==> src/rtl/sha1_core.sv <==
// Iterative SHA-1 compression engine: one pre-padded 512-bit chunk per command,
// one round per clock, chaining state held across chunks via init/next.
module sha1_core (
  input  logic         clk,
  input  logic         reset_n,
  input  logic         init,
  input  logic         next,
  input  logic [511:0] chunk,
  output logic         ready,
  output logic [159:0] out_digest,
  output logic         out_valid
);

  localparam logic [31:0] IV0 = 32'h67452301;
  localparam logic [31:0] IV1 = 32'hEFCDAB89;
  localparam logic [31:0] IV2 = 32'h98BADCFE;
  localparam logic [31:0] IV3 = 32'h10325476;
  localparam logic [31:0] IV4 = 32'hC3D2E1F0;

  localparam logic [31:0] K0 = 32'h5A827999;
  localparam logic [31:0] K1 = 32'h6ED9EBA1;
  localparam logic [31:0] K2 = 32'h8F1BBCDC;
  localparam logic [31:0] K3 = 32'hCA62C1D6;

  localparam logic [6:0] LAST_ROUND = 7'd79;

  typedef enum logic [1:0] {
    IDLE,
    ROUNDS,
    DONE
  } state_t;

  state_t      state;
  state_t      state_nxt;

  logic [31:0] h0, h1, h2, h3, h4;
  logic [31:0] a, b, c, d, e;
  logic [31:0] w [16];
  logic [6:0]  round;

  logic        start_init;
  logic        start_next;
  logic        start;

  logic [31:0] f_val;
  logic [31:0] k_val;
  logic [31:0] t_val;
  logic [31:0] w_new;

  // ready is only high in IDLE, so it doubles as the command acceptance gate
  assign start_init = ready & init;
  assign start_next = ready & next & ~init;
  assign start      = start_init | start_next;

  assign out_digest = {h0, h1, h2, h3, h4};

  always_comb begin
    f_val = 32'h0;
    k_val = 32'h0;
    if (round < 7'd20) begin
      f_val = (b & c) | (~b & d);
      k_val = K0;
    end else if (round < 7'd40) begin
      f_val = b ^ c ^ d;
      k_val = K1;
    end else if (round < 7'd60) begin
      f_val = (b & c) | (b & d) | (c & d);
      k_val = K2;
    end else begin
      f_val = b ^ c ^ d;
      k_val = K3;
    end
    t_val = {a[26:0], a[31:27]} + f_val + e + k_val + w[0];
    // w[k] holds W_{t+k}, so taps 13/8/2/0 give W_{t+16}
    w_new = w[13] ^ w[8] ^ w[2] ^ w[0];
    w_new = {w_new[30:0], w_new[31]};
  end

  always_ff @(posedge clk or negedge reset_n) begin
    if (!reset_n) begin
      state <= IDLE;
    end else begin
      state <= state_nxt;
    end
  end

  always_comb begin
    state_nxt = state;
    case (state)
      IDLE:    if (start) state_nxt = ROUNDS;
      ROUNDS:  if (round == LAST_ROUND) state_nxt = DONE;
      DONE:    state_nxt = IDLE;
      default: state_nxt = IDLE;
    endcase
  end

  always_ff @(posedge clk or negedge reset_n) begin
    if (!reset_n) begin
      h0        <= 32'h0;
      h1        <= 32'h0;
      h2        <= 32'h0;
      h3        <= 32'h0;
      h4        <= 32'h0;
      a         <= 32'h0;
      b         <= 32'h0;
      c         <= 32'h0;
      d         <= 32'h0;
      e         <= 32'h0;
      for (int i = 0; i < 16; i++) begin
        w[i] <= 32'h0;
      end
      round     <= 7'd0;
      ready     <= 1'b1;
      out_valid <= 1'b0;
    end else begin
      case (state)
        IDLE: begin
          if (start) begin
            if (start_init) begin
              h0 <= IV0;
              h1 <= IV1;
              h2 <= IV2;
              h3 <= IV3;
              h4 <= IV4;
              a  <= IV0;
              b  <= IV1;
              c  <= IV2;
              d  <= IV3;
              e  <= IV4;
            end else begin
              a <= h0;
              b <= h1;
              c <= h2;
              d <= h3;
              e <= h4;
            end
            for (int i = 0; i < 16; i++) begin
              w[i] <= chunk[511 - 32*i -: 32];
            end
            round     <= 7'd0;
            ready     <= 1'b0;
            out_valid <= 1'b0;
          end
        end
        ROUNDS: begin
          e <= d;
          d <= c;
          c <= {b[1:0], b[31:2]};
          b <= a;
          a <= t_val;
          for (int i = 0; i < 15; i++) begin
            w[i] <= w[i+1];
          end
          w[15] <= w_new;
          round <= round + 7'd1;
        end
        DONE: begin
          h0        <= h0 + a;
          h1        <= h1 + b;
          h2        <= h2 + c;
          h3        <= h3 + d;
          h4        <= h4 + e;
          ready     <= 1'b1;
          out_valid <= 1'b1;
        end
        default: begin
          ready <= 1'b1;
        end
      endcase
    end
  end

endmodule

==> config.mk <==
export PLATFORM = sky130hd
export DESIGN_NAME = sha1_core
export DESIGN_NICKNAME = d
export VERILOG_FILES = /design/src/rtl/sha1_core.sv
export SDC_FILE = /design/constraint.sdc
export NUM_CORES = 2
export LEC_CHECK = 0
export BUFFER_PORTS_ARGS = -buffer_cell sky130_fd_sc_hd__clkbuf_2
export CORE_ASPECT_RATIO = 0.7
export CORE_MARGIN = 5
export CORE_UTILIZATION = 35
export CTS_CLUSTER_DIAMETER = 100
export DETAILED_ROUTE_END_ITERATION = 7
export GPL_ROUTABILITY_DRIVEN = 0
export GPL_TIMING_DRIVEN = 1
export PLACE_DENSITY = 0.59
export SKIP_LAST_GASP = 1
export SYNTH_ARGS = -nofsm -noshare
export SYNTH_HDL_FRONTEND = slang
export SYNTH_SLANG_ARGS = --single-unit
==> constraint.sdc <==
create_clock -name clk -period 7 [get_ports clk]
set_input_delay 0.35 -clock clk [delete_from_list [all_inputs] [get_ports clk]]
set_output_delay 0.35 -clock clk [all_outputs]
set_load 0.05 [all_outputs]
==> impl_metrics.ini <==
[global_route]
grt_pass1_wl_mm = 316
grt_max_degree = 275
grt_pass1_vias = 46500
antenna_found_initial = 16
grt.overflow.total = 0
grt_use_total_pct = 28.6

[die]
die_width_um = 458
core_mm2 = 0.140
start_util_pct = 35.1
rows = 115
ios = 678
dieHeight_um = 324
die-area_mm2 = 0.148

[placement]
dp_hpwl_mm = 164
placedCellCount = 8029
io_buffers = 677

[power_and_ir_drop]
p_per_area_mw_per_mm2 = 171
peakVddDrop_v = 0.000205
switching_share_pct = 23.6
switchingPower_mw = 2.54
pwr-share-comb_pct = 5.1
leakage_nw = 29.0
pwr-share-clk_pct = 49.4
finalPower_mw = 10.7
p_int_mw = 8.19
sequentialPowerShare_pct = 45.4

[synthesis]
ys_seq_area_share_pct = 42.8
yosys_warnings = 0
syn_inst = 5777
syn-cell-area_mm2 = 0.0492
ys_types = 80
synth.ff_latch_count = 843
syn-mean-instance-area_um2 = 8.52
async_flop_share_pct = 100
synth-edff-count = 0
synth_nets = 6612
synth_top_flop_cell = dfrtp_1

[run_status]
status = complete, but fails checks
violations = design-rule violations

[sta]
rsz0062_at_grt = false
hold_viol_final = 0
worstMarginPinSlew_ps = 1290
fin_tns_setup_ps = 0
period_minus_slack_ps = 6080
slew_headroom_pct = 14.0
fmax_ghz = 0.165
worst_clock_skew_ps = 37.5
min_period_over_period_pct = 86.8
drv_slew = 0
setup_violations = 0

[routing]
ant_nets = 0
routedWlPerCell_um = 25.3
viasPerCell = 5.67
vias = 49500
drc = 2
wl_mm = 221
drtPass1Iterations = 8
drt-initial-drc-count = 6353

[worst_setup_path]
ff2ff_setup_slack_ps = 920
critPathCapture = a[31]
crit_start = round[4]
cp_data_required_time_ps = 7610
r2r_start = round[4]
worstSetupPathType = register to register
crit_path_end_kind = register
ff2ff_path_depth = 24
cp-start-kind = register
cp_max_fo = 10
rr_endpoint = a[31]
worstPathArrival_ps = 6690

[clocking]
cts_tree = yes
root_buffer = clkbuf_16
cts_resized = 0
clk_pin_slew_ps = 60
htree_levels = 3
clock_sinks = 843
insertion_delay_ps = 730
cts_setup_buffers = 0
cts_buffers = 91
cts_buffer_depth = 3

[hold_path]
hp-class = input port to register

[flow_run]
drv_cap = 0

[cells_and_area]
nets = 7596
stdcell_count = 8743
layout_commonest_cell = nand2_1
area_delta_synth_final_pct = 27.5
drive_above_1_share_pct = 13.7
mostFrequentLayoutCells = nand2_1 (1187), dfrtp_1 (842), nor2_1 (775), clkbuf_2 (676), dlygate4sd3_1 (511)
final_util_pct = 44.8
[cells by family after synthesis]
kind of cell	after synthesis	synth area share, %
compound gates	1502	19.2
xor+xnor	261	4.64
fa+ha+maj	319	10.0
buf+inv	586	4.47
flops	843	42.8
mux	37	0.767
simple gates	2229	18.0
[cells in the mapped netlist (17+ instances only)]
| cell | n | area [um2] |
|---|---|---|
| a21o_1 | 85 | 638 |
| a21oi_1 | 254 | 1270 |
| a221oi_1 | 67 | 587 |
| a31oi_1 | 504 | 3150 |
| buf_1 | 19 | 71.3 |
| clkbuf_1 | 334 | 1250 |
| dfrtp_1 | 842 | 21100 |
| fa_1 | 125 | 2500 |
| ha_1 | 194 | 2430 |
| inv_1 | 231 | 867 |
| mux2i_1 | 31 | 310 |
| nand2_1 | 1190 | 4470 |
| nand2b_1 | 21 | 131 |
| nand3_1 | 88 | 440 |
| nand4_1 | 22 | 138 |
| nor2_1 | 780 | 2930 |
| nor2b_1 | 19 | 119 |
| nor3_1 | 50 | 250 |
| o21a_1 | 22 | 165 |
| o21ai_0 | 303 | 1520 |
| o21bai_1 | 25 | 188 |
| o221ai_1 | 17 | 149 |
| o22ai_1 | 66 | 413 |
| xnor2_1 | 174 | 1520 |
| xor2_1 | 87 | 762 |
[how the worst min path moves through the flow]
stage	slack, ps	to	cells past startpoint	start
after CTS	7	w[376]	3	chunk[376]
after floorplan	50	a[0]	0	reset_n
after global routing	50	w[64]	3	chunk[64]
after global placement	430	w[367]	1	reset_n
after detailed placement	430	w[367]	1	reset_n
final	20	w[64]	3	chunk[64]
[cell type report]
cell class | instances | area, um2
Tap cell | 1872 | 2340
Sequential cell | 843 | 21100
Fill cell | 13500 | 77400
Clock inverter | 41 | 612
Clock buffer | 128 | 2620
Inverter | 233 | 875
Antenna cell | 34 | 85.1
Multi-Input combinational cell | 4348 | 26000
Timing Repair Buffer | 1244 | 9120
[repair_timing]
| action | in CTS | in global routing |
|---|---|---|
| hold buffers | 511 | 0 |
| endpoints found under the setup margin | 0 | 0 |
| hold endpoints to repair | 593 | 0 |
[stage by stage]
step	worst slack [ps]	hold slack [ps]	cell area, um2
3_3_place_gp	1130	435	54300
5_1_grt	565	47.4	62700
4_1_cts	1010	7.00	62700
6_report	924	16.9	62800
2_1_floorplan	1030	54.4	49200
3_5_place_dp	1060	430	54300
[state kept, by name (all words and copies together) (netlist names), 32 cells and up]
name	flops
h2	32
c	32
d	32
e	32
h4	32
w	512
h3	32
b	32
h1	32
h0	32
a	32
[worst max-delay path, stage by stage, from the launching register on]
cell and delay, ps:
dfrtp_1 450, o21ai_0 160, nor2b_1 140, buf_4 200
inv_1 120, nand2_1 110, clkinv_1 260, a222oi_1 510
fa_1 480, fa_1 470, inv_1 70, ha_1 160
inv_1 80, fa_1 470, nor2b_1 120, o21ai_0 110
a21boi_0 460, o21ai_0 280, a21oi_1 280, o211ai_2 150
a21oi_2 240, o2111a_1 200, o31a_1 130, o21ai_0 80
a31o_1 240
[layer usage]
metal  part of all wire (%)  global-route usage, %  routed length [um]
met5                  0.015                      0                  33
met1                     44                   42.2               96600
met4                    4.4                   11.7                9790
met3                     11                   7.73               24200
met2                     41                   39.5               90700
[power groups by stage]
| stage | sequential [mW] | combinational, mW | clock (mW) |
|---|---|---|---|
| after global placement | 4.96 | 0.310 | 0 |
| after detailed placement | 4.96 | 0.307 | 0 |
| after floorplan | 4.96 | 0.00327 | 0 |
| final | 4.87 | 0.552 | 5.30 |
| after CTS | 4.87 | 0.549 | 5.34 |
| after global routing | 4.87 | 0.585 | 5.55 |
No activity file was read; power rests on OpenSTA's default activity.
